### src/rtl/tug_pkg.sv
// Shared types and constants for the tug-of-war input stage.
// Holds the per-key state enum and the default debounce length.
// Imported by key_conditioner and tug_input.
package tug_pkg;

  // Debounced key state tracked by each key_conditioner FSM.
  typedef enum logic {
    RELEASED = 1'b0,
    PRESSED  = 1'b1
  } key_state_t;

  // Synchronized cycles a new level must persist before it is accepted.
  localparam int DEBOUNCE_DEFAULT = 4;

endpackage : tug_pkg

### src/rtl/tug_key_conditioner.sv
// Purpose: synchronize, debounce and edge-detect one raw player key.
// Latency: candidate pulse is high the cycle after edge DEBOUNCE_CYCLES+2
// from the first edge sampling the key high. There is no backpressure.
// Ports: clk, reset (sync, active-high), i_key (raw async key),
//        o_cand (one-cycle pulse per accepted press).
module key_conditioner
  import tug_pkg::*;
#(
  parameter int DEBOUNCE_CYCLES = DEBOUNCE_DEFAULT
) (
  input  logic clk,
  input  logic reset,
  input  logic i_key,
  output logic o_cand
);

  // Counter value on which the next mismatching cycle completes the debounce.
  localparam logic [7:0] LP_LAST = 8'(DEBOUNCE_CYCLES - 1);

  logic       r_sync1;
  logic       r_sync2;
  logic       r_acc;
  logic [7:0] r_cnt;
  key_state_t r_state;
  key_state_t w_state_nxt;
  logic       w_rise;
  logic       r_cand;

  always_ff @(posedge clk) begin
    if (reset) begin
      r_sync1 <= 1'b0;
      r_sync2 <= 1'b0;
      r_acc   <= 1'b0;
      r_cnt   <= 8'd0;
      r_state <= RELEASED;
      r_cand  <= 1'b0;
    end else begin
      r_sync1 <= i_key;
      r_sync2 <= r_sync1;
      // Any return to the accepted level discards the partial count, so
      // short excursions never reach the accept point.
      if (r_sync2 == r_acc) begin
        r_cnt <= 8'd0;
      end else if (r_cnt == LP_LAST) begin
        r_acc <= r_sync2;
        r_cnt <= 8'd0;
      end else begin
        r_cnt <= r_cnt + 8'd1;
      end
      r_state <= w_state_nxt;
      r_cand  <= w_rise;
    end
  end

  always_comb begin
    w_state_nxt = r_state;
    w_rise      = 1'b0;
    case (r_state)
      RELEASED: begin
        if (r_acc) begin
          w_state_nxt = PRESSED;
          w_rise      = 1'b1;
        end
      end
      PRESSED: begin
        if (!r_acc) begin
          w_state_nxt = RELEASED;
        end
      end
      default: w_state_nxt = RELEASED;
    endcase
  end

  assign o_cand = r_cand;

endmodule : key_conditioner

### src/rtl/tug_input.sv
// Purpose: condition both player keys and arbitrate them into press/tie pulses.
// Latency: press output high the cycle after edge DEBOUNCE_CYCLES+3 from the key rising.
// Backpressure: none; freeze suppresses outputs while conditioning keeps running.
// Ports: clk, reset (sync, active-high), key_l/key_r (raw async keys),
//        freeze (lockout), l_press/r_press/tie (registered one-cycle pulses).
module tug_input
  import tug_pkg::*;
#(
  parameter int DEBOUNCE_CYCLES = DEBOUNCE_DEFAULT
) (
  input  logic clk,
  input  logic reset,
  input  logic key_l,
  input  logic key_r,
  input  logic freeze,
  output logic l_press,
  output logic r_press,
  output logic tie
);

  logic w_cand_l;
  logic w_cand_r;
  logic r_l_press;
  logic r_r_press;
  logic r_tie;

  key_conditioner #(.DEBOUNCE_CYCLES(DEBOUNCE_CYCLES)) u_key_l (
    .clk    (clk),
    .reset  (reset),
    .i_key  (key_l),
    .o_cand (w_cand_l)
  );

  key_conditioner #(.DEBOUNCE_CYCLES(DEBOUNCE_CYCLES)) u_key_r (
    .clk    (clk),
    .reset  (reset),
    .i_key  (key_r),
    .o_cand (w_cand_r)
  );

  // Simultaneous presses cancel into a tie; candidates are single-cycle, so
  // none of these registers can be high two cycles running.
  always_ff @(posedge clk) begin
    if (reset) begin
      r_l_press <= 1'b0;
      r_r_press <= 1'b0;
      r_tie     <= 1'b0;
    end else begin
      r_l_press <= w_cand_l & ~w_cand_r & ~freeze;
      r_r_press <= w_cand_r & ~w_cand_l & ~freeze;
      r_tie     <= w_cand_l &  w_cand_r & ~freeze;
    end
  end

  assign l_press = r_l_press;
  assign r_press = r_r_press;
  assign tie     = r_tie;

endmodule : tug_input
### config.mk
export PLATFORM = sky130hd
export DESIGN_NAME = tug_input
export DESIGN_NICKNAME = d
export VERILOG_FILES = /design/src/rtl/tug_pkg.sv /design/src/rtl/tug_key_conditioner.sv /design/src/rtl/tug_input.sv
export SDC_FILE = /design/constraint.sdc
export NUM_CORES = 1
export LEC_CHECK = 0
export CAP_MARGIN = 10
export CORE_MARGIN = 2
export CORE_UTILIZATION = 47
export DETAILED_ROUTE_END_ITERATION = 10
export PLACE_DENSITY = 0.67
export SLEW_MARGIN = 30
export SYNTH_ARGS = -nofsm -noshare
export SYNTH_HDL_FRONTEND = slang
export SYNTH_HIERARCHICAL = 1
export SYNTH_SLANG_ARGS = --single-unit
export TNS_END_PERCENT = 1
### constraint.sdc
create_clock -name clk -period 1.9 [get_ports clk]
set_input_delay 0.38 -clock clk [delete_from_list [all_inputs] [get_ports clk]]
set_output_delay 0.38 -clock clk [all_outputs]
set_load 0.02 [all_outputs]
Yosys cells after proc, flatten, opt, wreduce, memory -nomap -nowiden
Cells that the tools add are included.
{ "classes": {"n_addsub": 2, "bitwise_logic": 11, "n_reduce_logical": 6, "n_eq_ne": 4, "mux": 2} }
{ "op_table": {"columns": ["cell", "n"], "rows": [
  ["$add A8 B1 Y8 const B", 2],
  ["$eq A8 B2 Y1 const B", 2],
  ["$and A1 B1 Y1", 6],
  ["$reduce_or A3 Y1", 2],
  ["$not A1 Y1", 5],
  ["$reduce_and A2 Y1", 2],
  ["$reduce_or A2 Y1", 2],
  ["$eq A1 B1 Y1", 2],
  ["$mux W1", 2]
]} }
{ "totals": {"input_bits": 5, "regBits": 29, "wordCells": 40} }

Logic depth before layout (Yosys ltp)
Gate-level depths: netlist of run 1.
{ "logic_depth": {"word_depth": 3, "ltp_mapped": 4} }

Modules after synthesis
Netlist of run 1, hierarchy kept.
{ "by_module_without_submodules": {"columns": ["module", "area_each_um2", "cells_each", "instances"], "rows": [
  ["key_conditioner", 486.7, 50, 2],
  ["tug_input", 90.1, 6, 1]
]} }

Worst setup path before layout of run 1
No wires, ideal clock.
{ "synth_timing": {"kind": "reg-to-reg", "from": "reg u_key_l.r_cnt[0]", "to": "reg u_key_l.r_acc", "required_time_ps": 1830, "stages_incl_launch_ff": 5, "slack_ps": 434, "n_path_buf": 0, "setup_time_ps": 70, "arrival_ps": 1396, "path_cell_list": "dfxtp_1 ha_1 or3b_2 or3_1 a21oi_1"} }
{ "synth_via": {"elab_chain_cells": 2} }
{ "synth_rtl": {"columns": ["element", "line_no", "text"], "rows": [
  ["start: declaration", "tug_key_conditioner.sv:23", "logic [7:0] r_cnt;"],
  ["start signal: assignment", "tug_key_conditioner.sv:48", "r_cnt <= r_cnt + 8'd1;"],
  ["$eq A8 B2 Y1", "tug_key_conditioner.sv:44", "end else if (r_cnt == LP_LAST) begin"],
  ["$reduce_and A2 Y1 (no line)", null, null],
  ["end signal: assignment", "tug_key_conditioner.sv:45", "r_acc <= r_sync2;"],
  ["end: declaration", "tug_key_conditioner.sv:22", "logic r_acc;"]
]} }
Every way passes these cells.
A chain may end at the register's enable or synchronous reset.

Worst setup path after layout of run 1
{ "layout_timing": {"from": "reg u_key_r.r_cnt[0]", "to": "reg u_key_r.r_cnt[3]"} }
{ "layout_via": {"elab_chain_cells": 2, "elab_cells_between_ends": 3, "classes_between": "add/sub: 1; eq/ne: 1; reduce/logical: 1"} }
{ "layout_rtl": {"columns": ["element", "line_no"], "rows": [
  ["start: declaration", "tug_key_conditioner.sv:23"],
  ["start signal: assignment", "tug_key_conditioner.sv:48"],
  ["parallel branches: the longest is 2 deep, another holds $add A8 B1 Y8", null]
]} }
Parallel ways; which one is timed is not known.

==> Flow_metrics.wiki, run 1 <==
{| class="wikitable"
! Metric !! Value
|-
| Dpl hpwl || 1.191 mm
|-
| Share of total power consumed by net switching || 18.23%
|-
| Reg-to-reg startpoint || u_key_r/r_cnt[0]
|-
| Hold buffer count at CTS || 0
|-
| Total vias in the final route || 779
|-
| Post-synthesis to final-layout area growth || 17.88%
|-
| Yosys Warn Count || 6
|-
| Initial antenna violation count || 0
|-
| Number of I/O pins || 8
|-
| Pwr Density || 916.0 mW/mm^2
|-
| Net count reported at finish || 127
|-
| R2r endpoint || u_key_r/r_cnt[3]
|-
| Initial drt markers || 6
|-
| Delay-heaviest family, CP || simple AND/OR/NAND/NOR gates
|-
| Number of nets still failing antenna checks after routing || 0
|-
| Final global-route overflow total || 0
|-
| Regs by FF count || u_key_l/r_cnt x8, u_key_r/r_cnt x8
|-
| Clock-pin slew of the registers on the worst-case setup and hold paths || 0.09 ns
|-
| Summed negative setup slack over all endpoints || 0 ns
|-
| Post-synthesis net count || 113
|-
| Total count of hold-check failures in the final report || 0
|-
| Cell-internal power || 939.0 uW
|-
| MaxCap Viol Count || 0
|-
| Vias per cell || 5.228
|-
| Vias in the first global route || 689
|-
| Met2 wire length || 741 um
|-
| Core outline area || 0.002170 mm^2
|-
| Critical path launch point type || flop
|-
| Number of buffers between clock root and the deepest sink || 2
|-
| Maximum level of the CTS H-tree || 2
|-
| R2r setup slk || 0.30 ns
|-
| Distinct cell type count of the synthesized netlist || 19
|-
| Number of setup buffers added after CTS || 0
|-
| Worst min-delay path category || flop to flop
|-
| Die Height || 51.57 um
|-
| Category of the most critical setup path || flop to flop
|-
| Wire length of the first global-routing pass || 2.808 mm
|-
| Sequential power share || 53.5%
|-
| Wire length on met3 || 95 um
|-
| Max Transition Viols Final || 0
|-
| RSZ-0062 raised after global routing || false
|-
| Number of inserted diodes || 0
|-
| Cell-by-cell listing of the critical path || ha_1, or3b_2, o211ai_2, nor2_1
|-
| Number of clock sinks || 29
|-
| DRC || 0
|-
| Leakage component of the power || 0.4543 nW
|-
| Post-Synthesis Cell Area || 0.001064 mm^2
|-
| Floorplan die area || 0.002659 mm^2
|-
| Pin count of the biggest net entering global routing || 14
|-
| Start point of the worst hold path || u_key_r/r_state
|-
| Shortest clock period the worst path allows after layout || 1.603 ns
|-
| Met1 Wirelength || 778 um
|-
| Horizontal extent of the die || 51.57 um
|-
| Final worst hold slack || 0.3912 ns
|-
| Count of standard-cell rows || 17
|-
| Pre-Repair DR Iteration Count || 4
|-
| Starting density of the core || 49.02%
|-
| Achievable frequency || 623.7 MHz
|-
| Total setup violations reported at the end of the flow || 0
|-
| Status || finished clean
|-
| Global-route total usage across every layer || 14.87%
|-
| CTS tree || done
|-
| Place WS || 0.2522 ns
|-
| Instance count of the mapped netlist || 106
|-
| Later-pin clock latency in the skew report || 0.31 ns
|-
| Least setup slack across all paths after layout || 0.2967 ns
|-
| Share of power burned in combinational logic || 2.1%
|-
| Worst slew pin tran || 0.4366 ns
|-
| Avg Cell Area, Syn || 10.03 um^2
|-
| Maximum VDD drop || 0.6042 mV
|-
| Clock Power Share || 44.4%
|-
| Routed length per instance || 11.09 um
|-
| Endpoint kind of the worst setup timing path || flop
|-
| GPL Wtd Cong || 0.7423
|-
| Tcrit/Tclk final || 84.39%
|-
| Highest routing layer actually used || met4
|-
| WHS Endpoint || u_key_r/o_cand
|-
| Worst Path Buf+Inv || 0
|-
| Hold Path Cell Cnt || 1
|-
| Layout cells sized above 1 || 11.57%
|-
| WP data required || 2.09 ns
|-
| Total clock buffers created by CTS || 5
|-
| Sequential cell area fraction in the yosys report || 54.59%
|-
| #FFs+latches synth || 29
|-
| Depth of the most critical reg-to-reg path || 4
|-
| Detailed-route wire length || 1.653 mm
|-
| Maximum single-stage delay on the critical path || 0.50 ns
|-
| Psw || 209.4 uW
|-
| Critical path's slowest cell || or3b_2
|-
| Arrival @ worst endpoint || 1.80 ns
|-
| Number of I/O port buffers || 7
|-
| Worst slew margin || 70.80%
|-
| CTS resizes || 0
|-
| Root buffer cell || clkbuf_4
|-
| Worst clock skew || 0.01237 ns
|-
| CP Max Fanout || 7
|}
-- layer usage --
layer  global-route usage, %  up-vias
met5                       0        -
met3                   6.034        5
met2                   22.22       17
met1                   17.74      361
li1                        -      396
met4                   9.211        0
-- stage by stage --
stage / area [um^2] / power (mW) / utilization [%] / cells
final: 1254 / 1.148 / 57.79 / 149
after global routing: 1254 / 1.188 / 57.79 / 149
after CTS: 1254 / 1.162 / 57.79 / 149
after detailed placement: 1169 / 0.6533 / 53.86 / 141
after global placement: 1169 / 0.6524 / 53.86 / 141
after floorplan: 1064 / 0.6387 / - / 106
-- worst max path at each step --
| stage | startpoint | to | slack (ns) | cells past startpoint |
|---|---|---|---|---|
| after floorplan | u_key_l/r_cnt[0] | u_key_l/r_acc | 0.43 | 4 |
| after global placement | reset | u_key_l/r_cnt[3] | 0.28 | 4 |
| after detailed placement | reset | u_key_l/r_cnt[2] | 0.25 | 4 |
| after CTS | u_key_r/r_cnt[0] | u_key_r/r_cnt[2] | 0.28 | 4 |
| after global routing | u_key_l/r_cnt[0] | u_key_l/r_cnt[2] | 0.19 | 4 |
| final | u_key_r/r_cnt[0] | u_key_r/r_cnt[3] | 0.30 | 4 |
-- cells in the final DEF, fill, tap and decap left out, drive strengths merged, types with 2 or more instances in the layout --
cell and instances:
ha 2, or3 8, a21oi 8, and3 2
nand4 2, xnor2 4, o211ai 2, inv 6
o21ai 8, dfxtp 29, nor4b 2, or4 2
xor2 4, nand2 4, clkbuf 7, nand3 4
or3b 2, nor2 8, clkdlybuf4s50 7, nor2b 8
-- layout make-up --
| type | count | area (um^2) |
|---|---|---|
| multi-input cells | 71 | 460.4 |
| flip-flops and latches | 29 | 580.6 |
| fillers | 215 | 915.9 |
| repair buffers | 7 | 70.07 |
| clock inverters | 1 | 30.03 |
| clock buffers | 7 | 55.05 |
| well taps | 28 | 35.03 |
| inverters | 6 | 22.52 |
-- power by group through the flow --
stage | Combinational [mW] | Sequential (mW) | Clock, mW
6_report | 0.0238 | 0.615 | 0.510
5_1_grt | 0.0272 | 0.616 | 0.545
4_1_cts | 0.0242 | 0.615 | 0.523
3_5_place_dp | 0.0241 | 0.629 | 0
3_3_place_gp | 0.0234 | 0.629 | 0
2_1_floorplan | 0.00999 | 0.629 | 0
-- kinds of logic (layout without fill, tap and decap cells) --
group | after synthesis | after routing | synth area share, %
AND/OR/NAND/NOR | 43 | 43 | 24.47
flip-flops | 29 | 29 | 54.59
AO/OA/AOI/OAI | 18 | 18 | 9.882
XOR/XNOR | 8 | 8 | 6.588
buffers and inverters | 6 | 21 | 2.117
adder cells (fa/ha/maj) | 2 | 2 | 2.353
-- worst register-to-register path: cells and delay by family (launching register included) --
| family | cells | cell delay, ns |
|---|---|---|
| and+or+nand+nor | 2 | 0.59 |
| adders and majority gates | 1 | 0.21 |
| AOI/OAI and AO/OA | 1 | 0.33 |
| DFF | 1 | 0.36 |
-- synthesized netlist by cell type (all sizes together) --
library cell	count	share of area, %
nor2b	8	4.7
xor2	4	3.3
a21oi	8	3.8
xnor2	4	3.3
and4bb	1	1.2
nor4b	2	1.6
nand3	4	1.9
or4	2	2.1
dfxtp	29	55
nor2	8	2.8
nand4	2	1.2
and3	2	1.2
o21ai	8	3.8
nand2	4	1.4
ha	2	2.4
or3	8	4.7
inv	6	2.1
o211ai	2	2.4
or3b	2	1.6
Note: power is estimated with default switching activity, not from simulation.
==> inputs of run 2 (changes only) <==
Clock period 1.9 ns to 1.5 ns, I/O delays scaled along.
==> run 2 against run 1 <==
  * Die area unchanged
  * Clock-buffer cell count unchanged
  * Critical path depth down 1
  * Non-clock buffer count up 9
  * Setup slack worse by 0.24 ns
  * Highest routed layer unchanged
  * Final area up 5.1%
  * Via count up 0.13%
  * Final cell count up 6.0%
  * Combinational power up 58%
  * Clock skew down 0.0038 ns
  * Hold slack worse by 0.014 ns
  * Global-route usage up 0.43 points
==> Flow_metrics.wiki, run 2 (synthesized netlist as in run 1, its figures left out) <==
{| class="wikitable"
! Metric !! Value
|-
| Sequential power share || 58.2% (+4.7 points)
|-
| DP Cell Count || 150 (+6.4%)
|-
| Number of inserted diodes || 0 (unchanged)
|-
| Routed length per instance || 10.80 um (-2.6%)
|-
| Later-pin clock latency in the skew report || 0.31 ns (about the same)
|-
| Worst min-delay path category || flop to flop
|-
| Number of I/O port buffers || 7 (unchanged)
|-
| Initial antenna violation count || 0 (unchanged)
|-
| Post-route cell area || 0.001318 mm^2 (+5.1%)
|-
| Horizontal extent of the die || 51.57 um (unchanged)
|-
| Max Transition Viols Final || 0 (unchanged)
|-
| Share of total power consumed by net switching || 20.12% (+1.9 points)
|-
| Reg-to-reg startpoint || u_key_r/r_cnt[6]
|-
| Total clock buffers created by CTS || 5 (unchanged)
|-
| Layout cells sized above 1 || 19.23% (+7.7 points)
|-
| Tcrit/Tclk final || 96.49% (+12 points)
|-
| Final global-route overflow total || 0 (unchanged)
|-
| Number of clock sinks || 29 (unchanged)
|-
| CP Max Fanout || 4 (-3)
|-
| Die Height || 51.57 um (unchanged)
|-
| Leakage component of the power || 0.5182 nW (+14%)
|-
| Commonest non-fill, non-tap cells in the layout || 28 x dfxtp_1, 9 x buf_4
|-
| Status || finished clean
|-
| Leading cell type in the layout, fill and taps excluded || dfxtp_1
|-
| Total setup violations reported at the end of the flow || 0 (unchanged)
|-
| R2r endpoint || u_key_r/r_acc
|-
| Worst clock skew || 0.008554 ns (-0.003820 ns)
|-
| Number of nets still failing antenna checks after routing || 0 (unchanged)
|-
| Number of I/O pins || 8 (unchanged)
|-
| Dpl hpwl || 1.221 mm (+2.5%)
|-
| Post-synthesis to final-layout area growth || 23.88%
|-
| CTS tree || done
|-
| Maximum VDD drop || 0.7165 mV (+19%)
|-
| Clock Power Share || 38.9% (-5.5 points)
|-
| Detailed-route wire length || 1.707 mm (+3.3%)
|-
| Depth of the most critical reg-to-reg path || 3 (-1)
|-
| WP data required || 1.74 ns (-0.35 ns)
|-
| Pwr Density || 1015 mW/mm^2 (+11%)
|-
| Global-route total usage across every layer || 15.30% (+0.43 points)
|-
| Count of standard-cell rows || 17 (unchanged)
|-
| Shortest clock period the worst path allows after layout || 1.447 ns (-0.1560 ns)
|-
| Floorplan die area || 0.002659 mm^2 (unchanged)
|-
| Wire length of the first global-routing pass || 2.870 mm (+2.2%)
|-
| Number of buffers between clock root and the deepest sink || 2 (unchanged)
|-
| Pin count of the biggest net entering global routing || 10 (-4)
|-
| R2r setup slk || 0.05 ns (-0.24 ns)
|-
| Psw || 269.0 uW (+29%)
|-
| Net count reported at finish || 136 (+7.1%)
|-
| Clock-pin slew of the registers on the worst-case setup and hold paths || 0.09 ns (about the same)
|-
| Total count of hold-check failures in the final report || 0 (unchanged)
|-
| Hold buffer count at CTS || 0 (unchanged)
|-
| Starting density of the core || 49.02% (unchanged)
|-
| Worst slew pin tran || 0.3272 ns (-0.1094 ns)
|-
| Maximum level of the CTS H-tree || 2 (unchanged)
|-
| Cell-internal power || 1.068 mW (+14%)
|-
| Hold Path Cell Cnt || 1 (unchanged)
|-
| Root buffer cell || clkbuf_4
|-
| Share of power burned in combinational logic || 2.8% (+0.7 points)
|-
| WHS Endpoint || u_key_r/o_cand
|-
| RSZ-0062 raised after global routing || false
|-
| Total vias in the final route || 780 (+0.13%)
|-
| Start point of the worst hold path || u_key_r/r_state
|-
| Number of setup buffers added after CTS || 0 (unchanged)
|-
| Non-filler cells, final || 158 (+6.0%)
|-
| Critical path launch point type || flop
|-
| Initial drt markers || 8 (+2)
|-
| Regs by FF count || u_key_l/r_cnt x8, u_key_r/r_cnt x8
|-
| Category of the most critical setup path || flop to flop
|-
| GPL Wtd Cong || 0.7969 (+7.4%)
|-
| Placed cell areas || 0.001236 mm^2 (+5.8%)
|-
| MaxCap Viol Count || 0 (unchanged)
|-
| Arrival @ worst endpoint || 1.69 ns (-0.11 ns)
|-
| Endpoint kind of the worst setup timing path || flop
|-
| Worst slew margin || 78.12% (+7.3 points)
|-
| Achievable frequency || 690.9 MHz (+11%)
|-
| Vias per cell || 4.937 (-5.6%)
|-
| DRC || 0 (unchanged)
|-
| Core outline area || 0.002170 mm^2 (unchanged)
|-
| Vias in the first global route || 706 (+2.5%)
|-
| Pre-Repair DR Iteration Count || 5 (+1)
|}
run 2: cell count changes in the layout (fill, tap and decap cells not counted), moves of 2 or more:
cell / delta
dlygate4sd2_1: +3
or3b_4: +2
or3b_2: -2
clkdlybuf4s50_1: -3
buf_4: +9
run 2: how the worst max path moves through the flow:
stage / from / to / slack, ns / cells after the start
after floorplan: u_key_l/r_cnt[0] / u_key_l/r_acc / 0.03 / 4
after global placement: u_key_l/r_cnt[0] / u_key_l/r_cnt[3] / 0.02 / 4
after detailed placement: u_key_l/r_cnt[0] / u_key_l/r_cnt[2] / -0.006 / 4
after CTS: u_key_l/r_cnt[0] / u_key_l/r_cnt[5] / -0.0002 / 4
after global routing: u_key_r/r_cnt[6] / u_key_r/r_cnt[7] / 0.004 / 3
final: u_key_r/r_cnt[6] / u_key_r/r_acc / 0.05 / 3
run 2: per-layer routing:
metal  GRT usage, %  vias to the layer above  routed length, um  part of all wire, %
li1               -                      418                  -                    -
met5              0                        -                  0                    0
met4          9.211                        0                 17                  1.0
met3          6.034                        2                 71                  4.2
met1          18.11                      349                885                   52
met2          23.29                       11                731                   43
run 2: critical path: stages, from the launching register on:
cell and delay [ns]:
dfxtp_2 0.34, or4_4 0.55, or3_1 0.36, a21oi_1 0.13
run 2: cell type report:
| cell class | count | area [um^2] |
|---|---|---|
| Fill cell | 198 | 852.1 |
| Sequential cell | 29 | 581.8 |
| Multi-Input combinational cell | 71 | 474.2 |
| Timing Repair Buffer | 16 | 133.9 |
| Clock buffer | 7 | 65.06 |
| Tap cell | 28 | 35.03 |
| Inverter | 6 | 22.52 |
| Clock inverter | 1 | 5.005 |
run 2: repair_timing:
| item | in CTS | in global routing |
|---|---|---|
| gates resized for setup | 4 | 3 |
| pin swaps | 0 | 0 |
| setup endpoints to repair | 6 | 12 |
run 2: power by group through the flow:
stage                     Combinational, mW  Sequential (mW)  Clock, mW
after floorplan                      0.0127            0.796          0
after global placement               0.0357            0.797          0
after detailed placement             0.0364            0.797          0
after CTS                            0.0367            0.779      0.540
after global routing                 0.0419            0.780      0.571
final                                0.0376            0.779      0.521
run 2: stage by stage:
step	util (%)	TNS (ns)	power (mW)	worst slack (ns)	hold slack [ns]
final	60.73	0	1.337	0.05267	0.3770
after global routing	60.73	0	1.393	0.004182	0.4026
after CTS	60.15	-0.0001938	1.355	-0.0001938	0.3814
after detailed placement	56.98	-0.01409	0.8333	-0.006431	0.3745
after global placement	56.98	0	0.8322	0.02320	0.3724
after floorplan	-	0	0.8090	0.03450	0.3674
==> inputs of run 3 (changes only) <==
Settings changed: CORE_UTILIZATION 47 to 36, PLACE_DENSITY 0.67 to 0.54.
==> run 3 against run 2 <==
  * Critical path depth did not move
  * Sequential cell count did not move
  * Largest power group unchanged
  * Via count rose by 2.7%
  * Sequential power barely moved
  * Combinational power rose by 8.5%
  * Setup slack improved by 0.0039 ns
==> Flow_metrics.wiki, run 3 (synthesized netlist as in run 1, its figures left out) <==
{| class="wikitable"
! Metric !! Value
|-
| Wire length of the first global-routing pass || 3.201 mm (+12%)
|-
| Number of clock sinks || 29 (unchanged)
|-
| CP Max Fanout || 4 (unchanged)
|-
| Start point of the worst hold path || u_key_r/r_state
|-
| Total vias in the final route || 801 (+2.7%)
|-
| Routed length per instance || 10.62 um (-1.7%)
|-
| Die Height || 58.35 um (+13%)
|-
| Hold buffer count at CTS || 0 (unchanged)
|-
| Number of nets still failing antenna checks after routing || 0 (unchanged)
|-
| Net count reported at finish || 137 (+0.74%)
|-
| GPL Wtd Cong || 0.7695 (-3.4%)
|-
| Worst slew pin tran || 0.2925 ns (-0.03465 ns)
|-
| Final global-route overflow total || 0 (unchanged)
|-
| Category of the most critical setup path || flop to flop
|-
| Vias per cell || 4.944 (+0.16%)
|-
| Critical path's slowest cell || or4_4
|-
| Commonest non-fill, non-tap cells in the layout || 28 x dfxtp_1, 10 x buf_4
|-
| Total count of hold-check failures in the final report || 0 (unchanged)
|-
| Crit path from || u_key_r/r_cnt[6]
|-
| Detailed-route wire length || 1.721 mm (+0.82%)
|-
| Number of I/O port buffers || 7 (unchanged)
|-
| Maximum VDD drop || 1.191 mV (+66%)
|-
| Pwr Density || 1096 mW/mm^2 (+8.0%)
|-
| Number of buffers between clock root and the deepest sink || 2 (unchanged)
|-
| Reg-to-reg startpoint || u_key_r/r_cnt[6]
|-
| Status || finished clean
|-
| Number of I/O pins || 8 (unchanged)
|-
| Worst slew margin || 80.43% (+2.3 points)
|-
| Pin count of the biggest net entering global routing || 11 (+1)
|-
| Initial antenna violation count || 0 (unchanged)
|-
| Maximum single-stage delay on the critical path || 0.57 ns (+0.02 ns)
|-
| Leading cell type in the layout, fill and taps excluded || dfxtp_1
|-
| Count of standard-cell rows || 19 (+2)
|-
| Layout cells sized above 1 || 20.61% (+1.4 points)
|-
| Cell-by-cell listing of the critical path || or4_4, or3_1, a21oi_1
|-
| WP data required || 1.77 ns (+0.03 ns)
|-
| Total setup violations reported at the end of the flow || 0 (unchanged)
|-
| Worst clock skew || 0.009323 ns (+0.0007688 ns)
|-
| Worst min-delay path category || flop to flop
|-
| Global-route total usage across every layer || 12.99% (-2.3 points)
|-
| Final worst hold slack || 0.3895 ns (+0.01254 ns)
|-
| MaxCap Viol Count || 0 (unchanged)
|-
| Initial drt markers || 13 (+5)
|-
| Post-synthesis to final-layout area growth || 27.88%
|-
| Clock-pin slew of the registers on the worst-case setup and hold paths || 0.10 ns (about the same)
|-
| Root buffer cell || clkbuf_4
|-
| Vias in the first global route || 792 (+12%)
|-
| Achievable frequency || 692.8 MHz (+0.27%)
|-
| Pre-Repair DR Iteration Count || 2 (-3)
|-
| Storage element area || 581.8 um^2 (unchanged)
|-
| Floorplan die area || 0.003405 mm^2 (+28%)
|-
| Arrival @ worst endpoint || 1.71 ns (+0.02 ns)
|-
| DRC || 0 (unchanged)
|-
| Multi-input combinational cell area || 486.7 um^2 (+2.6%)
|-
| Leakage component of the power || 0.5262 nW (+1.5%)
|-
| Horizontal extent of the die || 58.35 um (+13%)
|-
| Dpl hpwl || 1.245 mm (+2.0%)
|-
| Filler Cell Count || 261 (+32%)
|-
| Maximum level of the CTS H-tree || 2 (unchanged)
|-
| Endpoint kind of the worst setup timing path || flop
|-
| RSZ-0062 raised after global routing || false
|-
| Total clock buffers created by CTS || 5 (unchanged)
|-
| Delay-heaviest family, CP || simple AND/OR/NAND/NOR gates
|-
| Number of inserted diodes || 0 (unchanged)
|-
| Later-pin clock latency in the skew report || 0.32 ns (about the same)
|-
| Starting density of the core || 38.24% (-11 points)
|-
| Regs by FF count || u_key_l/r_cnt x8, u_key_r/r_cnt x8
|-
| CTS tree || done
|-
| Post-route cell area || 0.001360 mm^2 (+3.2%)
|-
| Worst Path Buf+Inv || 0 (unchanged)
|-
| Placed cell areas || 0.001247 mm^2 (+0.91%)
|-
| Tcrit/Tclk final || 96.23% (-0.26 points)
|-
| Max Transition Viols Final || 0 (unchanged)
|-
| Shortest clock period the worst path allows after layout || 1.443 ns (-0.003926 ns)
|-
| Core outline area || 0.002781 mm^2 (+28%)
|-
| Critical path launch point type || flop
|}
## run 3: final cells by class
cell class | instances | area share [%]
Multi-Input combinational cell | 71 | 35.79
Timing Repair Buffer | 17 | 10.40
Tap cell | 31 | 2.852
Clock buffer | 6 | 3.772
Clock inverter | 2 | 2.760
Sequential cell | 29 | 42.78
Inverter | 6 | 1.656
## run 3: repair_timing
| action | 4_1_cts | 5_1_grt |
|---|---|---|
| resized for setup | 5 | 4 |
| setup endpoints to repair | 11 | 8 |
| setup buffers | 0 | 0 |
## run 3: worst paths after layout
check                                 endpoint  slack (ns)  depth (start not counted)
worst min register to register  u_key_r/o_cand        0.39                          1
worst max register to register   u_key_r/r_acc        0.06                          3
worst min-delay path            u_key_r/o_cand        0.39                          1
worst max-delay path             u_key_r/r_acc        0.06                          3
## run 3: routing by layer
metal	track usage [%]	part of all wire [%]	vias up
met2	20.71	50	10
met3	6.813	4.5	4
met1	12.90	43	370
li1	-	-	417
met4	9.302	1.8	0
met5	0	0	-
## run 3: worst reg2reg max path: stages, from the launching register on
cell and delay (ns):
dfxtp_1 0.34, or4_4 0.57, or3_1 0.37, a21oi_1 0.12
## run 3: per-stage QoR
step	setup TNS (ns)	utilization [%]	power [mW]	setup slack (ns)	std cells
finish	0	48.90	1.491	0.05660	162
global route	0	48.90	1.567	0.01044	162
CTS	0	48.31	1.518	0.001194	162
detailed placement	-0.06799	44.85	0.8351	-0.02111	154
global placement	0	44.85	0.8343	0.04078	154
floorplan	0	-	0.8090	0.03450	106
## run 3: where the power goes
| group | total, mW | leakage (nW) | switching (mW) | internal [mW] |
|---|---|---|---|---|
| Combinational | 0.0408 | 0.247 | 0.0180 | 0.0228 |
| Clock | 0.671 | 0.0445 | 0.275 | 0.396 |
| Sequential | 0.779 | 0.235 | 0.00261 | 0.776 |
